--- src/rtl/usb_tx.sv ---
// usb_tx: USB full-speed style packet transmitter.
//   Sends SYNC, then a PID (NAK/ACK) or a raw data payload, then EOP,
//   NRZI-encoded with bit stuffing. The bit clock is derived from clk
//   using a repeating 8/8/9 clk pattern.
// Ports:
//   clk                 in   system clock, rising edge
//   n_rst               in   synchronous active-high reset
//   tx_packet[1:0]      in   command: 00 none, 01 SEND_DATA, 10 NAK, 11 ACK
//   tx_packet_data[7:0] in   payload byte, captured while get_tx_packet_data=1
//   tx_packet_size[6:0] in   payload byte count, sampled with the command
//   dplus_out           out  D+ drive
//   dminus_out          out  D- drive
//   get_tx_packet_data  out  one-clk strobe requesting the next payload byte
module usb_tx (
  input  logic       clk,
  input  logic       n_rst,
  input  logic [1:0] tx_packet,
  input  logic [7:0] tx_packet_data,
  input  logic [6:0] tx_packet_size,
  output logic       dplus_out,
  output logic       dminus_out,
  output logic       get_tx_packet_data
);

  typedef enum logic [2:0] {
    IDLE,
    SYNC,
    PID,
    DATA,
    EOP_SE0,
    EOP_J
  } state_t;

  localparam logic [1:0] CMD_SEND = 2'b01;
  localparam logic [1:0] CMD_NAK  = 2'b10;
  localparam logic [1:0] CMD_ACK  = 2'b11;

  state_t     state;
  logic [1:0] cmd;
  logic [6:0] bytes_left;  // payload bytes not yet requested
  logic [7:0] shreg;       // byte currently being serialized
  logic [3:0] bit_idx;     // index of the next bit of shreg to send; 8 = byte done
  logic       have_byte;   // a fetched payload byte waits in shreg
  logic [2:0] ones;        // consecutive logical 1s on the line
  logic       lvl;         // NRZI history (current D+ level)
  logic [3:0] cnt;         // clk count within the current bit period
  logic [1:0] phase;       // position in the 8/8/9 pattern
  logic       eop_cnt;

  logic       period_end;
  logic       do_stuff;
  logic       exhausted;
  logic       pid_next;
  logic [7:0] next_byte;
  logic       more_byte;
  logic       data_bit;
  logic       tx_lvl;
  logic       fetch;

  always_comb begin
    period_end = (cnt == ((phase == 2'd2) ? 4'd8 : 4'd7));
    do_stuff   = (ones == 3'd6);
    exhausted  = bit_idx[3];
    pid_next   = (state == SYNC) && ((cmd == CMD_NAK) || (cmd == CMD_ACK));
    next_byte  = pid_next ? ((cmd == CMD_NAK) ? 8'hA5 : 8'h2D) : shreg;
    more_byte  = pid_next || have_byte;
    data_bit   = exhausted ? next_byte[0] : shreg[bit_idx[2:0]];
    // Logical 0 (real or stuffed) toggles the line, 1 holds it.
    tx_lvl     = (do_stuff || !data_bit) ? ~lvl : lvl;
    // Request the following payload byte while the last bit of the
    // current SYNC/data byte is on the line.
    fetch      = !exhausted && (bit_idx == 4'd7) &&
                 ((state == SYNC) || (state == DATA)) &&
                 (cmd == CMD_SEND) && (bytes_left != 7'd0);
  end

  always_ff @(posedge clk) begin
    if (n_rst) begin
      state              <= IDLE;
      cmd                <= 2'b00;
      bytes_left         <= 7'd0;
      bit_idx            <= 4'd0;
      have_byte          <= 1'b0;
      ones               <= 3'd0;
      lvl                <= 1'b1;
      cnt                <= 4'd0;
      phase              <= 2'd0;
      eop_cnt            <= 1'b0;
      dplus_out          <= 1'b1;
      dminus_out         <= 1'b0;
      get_tx_packet_data <= 1'b0;
    end else begin
      get_tx_packet_data <= 1'b0;

      if (get_tx_packet_data) begin
        shreg     <= tx_packet_data;
        have_byte <= 1'b1;
      end

      if (state != IDLE) begin
        if (period_end) begin
          cnt   <= 4'd0;
          phase <= (phase == 2'd2) ? 2'd0 : phase + 2'd1;
        end else begin
          cnt <= cnt + 4'd1;
        end
      end

      case (state)
        IDLE: begin
          if (tx_packet != 2'b00) begin
            // First SYNC bit (a 0) goes out immediately, toggling from J.
            state      <= SYNC;
            cmd        <= tx_packet;
            bytes_left <= (tx_packet == CMD_SEND) ? tx_packet_size : 7'd0;
            shreg      <= 8'h80;
            bit_idx    <= 4'd1;
            have_byte  <= 1'b0;
            ones       <= 3'd0;
            lvl        <= 1'b0;
            cnt        <= 4'd0;
            phase      <= 2'd0;
            dplus_out  <= 1'b0;
            dminus_out <= 1'b1;
          end
        end

        SYNC, PID, DATA: begin
          if (period_end) begin
            if (do_stuff) begin
              ones       <= 3'd0;
              lvl        <= tx_lvl;
              dplus_out  <= tx_lvl;
              dminus_out <= ~tx_lvl;
            end else if (!exhausted || more_byte) begin
              ones       <= data_bit ? ones + 3'd1 : 3'd0;
              lvl        <= tx_lvl;
              dplus_out  <= tx_lvl;
              dminus_out <= ~tx_lvl;
              if (exhausted) begin
                shreg     <= next_byte;
                bit_idx   <= 4'd1;
                have_byte <= 1'b0;
                state     <= pid_next ? PID : DATA;
              end else begin
                bit_idx <= bit_idx + 4'd1;
              end
              if (fetch) begin
                get_tx_packet_data <= 1'b1;
                bytes_left         <= bytes_left - 7'd1;
              end
            end else begin
              state      <= EOP_SE0;
              eop_cnt    <= 1'b0;
              dplus_out  <= 1'b0;
              dminus_out <= 1'b0;
            end
          end
        end

        EOP_SE0: begin
          if (period_end) begin
            if (!eop_cnt) begin
              eop_cnt <= 1'b1;
            end else begin
              state      <= EOP_J;
              dplus_out  <= 1'b1;
              dminus_out <= 1'b0;
            end
          end
        end

        EOP_J: begin
          if (period_end) begin
            state <= IDLE;
            lvl   <= 1'b1;
          end
        end

        default: state <= IDLE;
      endcase
    end
  end

endmodule

--- config.mk ---
export PLATFORM = sky130hd
export DESIGN_NAME = usb_tx
export DESIGN_NICKNAME = d
export VERILOG_FILES = /design/src/rtl/usb_tx.sv
export SDC_FILE = /design/constraint.sdc
export NUM_CORES = 1
export LEC_CHECK = 0
export CORE_MARGIN = 4
export CORE_UTILIZATION = 55
export DETAILED_ROUTE_END_ITERATION = 6
export PLACE_DENSITY = 0.77
export SYNTH_ARGS = -nofsm -noshare
export SYNTH_HDL_FRONTEND = slang
export SYNTH_SLANG_ARGS = --single-unit
--- constraint.sdc ---
create_clock -name clk -period 4.6 [get_ports clk]
set_input_delay 0.92 -clock clk [delete_from_list [all_inputs] [get_ports clk]]
set_output_delay 0.92 -clock clk [all_outputs]
set_load 0.03 [all_outputs]
## Word-level counts from Yosys, hierarchy flattened

Cells that the tools add are included.

- Add/sub/neg operators: 5
- Order comparisons: 1
- Equal/unequal tests: 25
- Mux-type cells: 83
- Bitwise gates (word level): 6
- Reduce and logical (&&, ||, !) cells: 31

Operators with widths:

| cell | number |
|---|---|
| $mux 8 | 8 |
| $mux 7 | 6 |
| $mux 4 | 10 |
| $mux 3 | 13 |
| $mux 1 | 30 |
| $reduce_and 5->1 | 4 |
| $ne 2x2->1 const B | 9 |
| $pmux 8 s2 | 1 |
| $pmux 7 s2 | 1 |
| $pmux 3 s4 | 1 |
| $mux 2 | 5 |
| $eq 3x3->1 const B | 3 |
| $pmux 1 s3 | 3 |
| $reduce_bool 3->1 | 3 |
| $add 4x1->4 const B | 2 |
| $pmux 4 s2 | 1 |
| $reduce_and 7->1 | 1 |
| $reduce_bool 7->1 | 1 |
| $sub 7x1->7 const B | 1 |
| $eq 2x2->1 const B | 3 |
| $eq 3x2->1 const B | 2 |
| $ne 3x3->1 const B | 2 |
| $ne 6x6->1 const B | 1 |
| $not 1->1 | 6 |
| other kinds (20) | 34 |

- Bits in registers: 39
- Input port bits: 19
- Output and inout bits: 3
- Word-level logic and storage cells: 166

## Longest topological paths before layout

- Word-level depth: 13
- Gate-level depth with buffers: 8
- Depth with buffers taken out: 7

## Worst setup path before layout

OpenSTA, ideal clock, no wires.

- Path kind: input port to flip-flop
- Start: input tx_packet[1]
- End: register state[0]
- Data arrival time: 1938 ps
- Required time: 4509 ps
- Path slack: 2571 ps
- Stages on the path: 5
- Buffers on the path: 0
- Cell sequence: nor2_1 -> nor3_1 -> a311oi_1 -> nor2_1 -> a311oi_1

- Longest elaborated chain between the ends: 3

Ends and longest elaborated chain:

| item | RTL line | source |
|---|---|---|
| start: declaration | 17 | `input logic [1:0] tx_packet,` |
| $reduce_bool 2->1 | 111 | `if (tx_packet != 2'b00) begin` |
| $ne 2x2->1 (no source line) | -- |  |
| $reduce_and 7->1 (no source line) | -- |  |
| end signal: assignment | 144 | `state <= pid_next ? PID : DATA;` |
| end: declaration | 38 | `state_t state;` |

No other way between the ends.
A chain may end at the register's enable or synchronous reset.

## Worst setup path after layout

- Start: register state[0]
- End: register shreg[6], enable pin

- Longest elaborated chain between the ends: 6

Ends and longest elaborated chain:

| item | RTL line | source |
|---|---|---|
| $eq 3x1->1 | 64, 109 |  |
| $logic_and 1x1->1 | 64 | `pid_next = (state == SYNC) && ((cmd == CMD_NAK) \|\| (cmd == CMD_ACK));` |
| $logic_or 1x1->1 | 66 | `more_byte = pid_next \|\| have_byte;` |
| $logic_or 1x1->1 | 135 | `end else if (!exhausted \|\| more_byte) begin` |
| $ne 6x6->1 (no source line) * | -- |  |
| $reduce_and 2->1 (no source line) * | -- |  |
| end signal: assignment | 96 | `shreg <= tx_packet_data;` |
| end signal: assignment | 141 | `shreg <= next_byte;` |
| end: declaration | 41 | `logic [7:0] shreg;` |

Every way passes the cells marked *; elsewhere a longest branch is shown, timed or not.

==> reports/results.tsv <==
stage	metric	value	unit
final_layout	multi-input logic area	0.001419	mm²
place	GPL Wtd Cong	0.8957	
clocking	hold buffer count at cts	0	
pwr	PD cells	303.7	mW/mm²
logic_synthesis	top cell type's share of synthesized area	26.09	%
sta	Clock Skew	0.005434	ns
logic_synthesis	Most used DFF post-synth	dfxtp_1	
final_layout	area growth from synthesis to layout	13.10	%
critical_path	Worst Path Required	4.62	ns
logic_synthesis	synthesized instance count	279	
place	detailed placer's ending HPWL	3.915	mm
sta	pin slew with the least headroom to its limit	1.173	ns
clocking	setup repair bufs after CTS	0	
place	Placed Area	0.002609	mm²
detailed_routing	first-pass detailed-route iteration total	4	
critical_path	crit path max-delay cell type	nor4bb_1	
floorplan	initial core utilization	58.21	%
pwr	Power Total	0.0008169	W
floorplan	Boundary Pins	22	
detailed_routing	DRC Markers	0	
logic_synthesis	Post-Syn Area	0.002379	mm²
global_route	first-pass GRT wire length	9.522	mm
logic_synthesis	Post-synth EDFFs	8	
critical_path	CP peak stage delay	0.97	ns
global_route	Tot GR Track Use	22.23	%
pwr	combinational group share of total power	24.0	%
logic_synthesis	Post-Synth Adder-Cell Area	3.156	%
clocking	CTS resizes	0	
clocking	CTS tree	done	
pwr	part of the power in registers	48.5	%
critical_path	worst path cell trace	nor4bb_1 > o2111ai_1 > a21o_1 > and2_1	
clocking	Clock Sinks	39	
critical_path	Critical Path Start	state[0]$_SDFFE_PP0P_	
logic_synthesis	Synth area leader	dfxtp_1	
clocking	# H-tree levels	2	
final_layout	diode count	0	
logic_synthesis	Mapped Nets	304	
sta	Final Cycle Share	59.43	%
critical_path	crit path launch type	flop	
global_route	initial antenna violation count	0	
clocking	clock buffer count from CTS	5	
detailed_routing	DR iter-0 viols	164	
final_layout	ratio of cells with drive above 1 in the final layout	7.483	%
clocking	CTS root buffer	clkbuf_8	
global_route	total grt overflow	0	
logic_synthesis	simple-gate portion of the synthesized area	23.41	%
job	Max-Cap Viols	0	
sta	TNS Setup	0	ns
logic_synthesis	main area contributors after synthesis	dfxtp_1 26%, edfxtp_1 10%, a21oi_1 6.3%, nor2_1 3.9%, ha_1 3.2%	
pwr	Leakage	0.9307	nW
worst_hold_path	worst hold path type	flop to flop	
logic_synthesis	Syn Area/Cell	8.525	µm²
pwr	internal power	0.0005643	W
detailed_routing	Total Routed Length	5.647	mm
critical_path	Reg2Reg Launch Point	state[0]$_SDFFE_PP0P_	
sta	Tmin final	2.734	ns
sta	final slew viol count	0	
logic_synthesis	largest family of logic cells by synthesized area	compound AO/OA/AOI/OAI gates	
clocking	clk slew on worst S/H paths	0.08	ns
critical_path	Critical Path AT	2.75	ns
critical_path	Worst setup EP type	flop	
pwr	Net Sw Frac	30.93	%
logic_synthesis	Post-synth ARST share	0	%
final_layout	register area	860.8	µm²
floorplan	Die H	73.76	µm
global_route	number of global-route vias before repair	2077	
sta	Fin Hold WS	0.4833	ns
floorplan	core area	0.004086	mm²
clocking	worst skew pair latency	0.29	ns
logic_synthesis	synthesis warning total	0	
place	port bufs	21	
sta	final setup vio count	0	
detailed_routing	Via density	6.355	
global_route	largest net degree at the start of global routing	29	
critical_path	WS Path Type	flop to flop	
logic_synthesis	Post-Synth XOR/XNOR Area	1.105	%
sta	FMAX	0.3658	GHz
sta	unrepaired setup endpoints after global routing	no	
final_layout	fill count	364	
pwr	Psw	0.0002527	W
status	status	finished clean	
pwr	clock network power share	27.5	%
logic_synthesis	post-synthesis sequential area ratio	36.19	%
final_layout	post-route cell area	0.002690	mm²
logic_synthesis	Synth top cells by count	31 x dfxtp_1, 30 x a21oi_1, 25 x nor2_1	
logic_synthesis	Yosys reg bits	39	
detailed_routing	DR vias	2186	
sta	slew margin rel.	20.94	%
floorplan	die area	0.005441	mm²
logic_synthesis	mux contribution to synthesized area	6.365	%
logic_synthesis	top-count cell post-synth	dfxtp_1	
floorplan	Cell Rows	23	
critical_path	highest net fanout along the worst path	12	
worst_hold_path	HP Start	ones[0]$_SDFFE_PP0P_	
pwr	VDD IR max	0.1877	mV
clocking	clk buf depth	2	
floorplan	die width	73.76	µm
detailed_routing	routed length per placed instance	16.42	µm
logic_synthesis	Compound-Gate Fraction of Synth Area	25.62	%
detailed_routing	Final ANT Viol Nets	0	
final_layout	Final nets	318	
sta	final hold vios	0	
logic_synthesis	Distinct cells, synth	61	
==> metal layers <==
layer | vias to the layer above | GRT usage, % | wire length [µm]
met2 | 82 | 33.66 | 2494
met3 | 8 | 5.062 | 362
met5 | - | 0 | 0
met1 | 1006 | 31.00 | 2717
met4 | 0 | 7.646 | 72
li1 | 1090 | - | -
==> layout make-up <==
cell class | count | share of cell area (%)
tap | 50 | 2.326
clock inverter | 1 | 0.1860
clock buffer | 7 | 2.837
inverter | 9 | 1.256
timing repair buffer | 24 | 8.651
sequential | 39 | 32.00
multi-input combinational | 214 | 52.74
==> flip-flops by register name, summed over array words and instances, names as in the netlist <==
signal	flops
bit_idx	4
cmd	2
dplus_out	1
have_byte	1
dminus_out	1
lvl	1
bytes_left	7
cnt	4
ones	3
shreg	8
state	3
get_tx_packet_data	1
eop_cnt	1
phase	2
==> stage by stage <==
stage	setup slack [ns]	util, %	cells
detailed placement	1.804	63.84	336
floorplan	2.571	-	279
global placement	1.818	63.84	336
finish	1.866	65.83	344
CTS	1.908	65.83	344
global route	1.636	65.83	344
==> critical path, delay by kind of cell (launching register included) <==
| family | cells | cell delay (ns) |
|---|---|---|
| AOI/OAI and AO/OA | 2 | 0.65 |
| DFF | 1 | 0.58 |
| and+or+nand+nor | 2 | 1.23 |
==> placed cells by master, fill, tap and decap left out, types with 8 or more instances in the layout <==
master | synthesis | routed
dfxtp_1 | 31 | 31
a21oi_1 | 30 | 30
nor2_1 | 25 | 25
clkdlybuf4s50_1 | 0 | 21
nand2_1 | 20 | 20
nor3_1 | 13 | 13
o21ai_0 | 10 | 10
inv_1 | 9 | 9
a31oi_1 | 9 | 9
edfxtp_1 | 8 | 8
==> power groups by stage <==
stage | clock (W) | combinational, W | sequential (W)
global route | 0.000243 | 0.000217 | 0.000400
finish | 0.000224 | 0.000196 | 0.000396
detailed placement | 0 | 0.000192 | 0.000404
CTS | 0.000230 | 0.000194 | 0.000396
floorplan | 0 | 0.000141 | 0.000398
global placement | 0 | 0.000190 | 0.000403
==> worst paths after layout <==
| check | to | slack, ns | depth (start not counted) |
|---|---|---|---|
| worst max-delay path | shreg[6]$_DFFE_PP_ | 1.87 | 4 |
| worst min-delay path | ones[0]$_SDFFE_PP0P_ | 0.48 | 2 |
| worst max register to register | shreg[6]$_DFFE_PP_ | 1.87 | 4 |
| worst min register to register | ones[0]$_SDFFE_PP0P_ | 0.48 | 2 |
==> kinds of logic after synthesis <==
kind of cell / Yosys count
AND/OR/NAND/NOR: 102
AO/OA/AOI/OAI: 90
flip-flops: 39
buffers and inverters: 26
multiplexers: 13
adder cells (fa/ha/maj): 6
XOR/XNOR: 3
No activity file was read; power rests on OpenSTA's default activity.
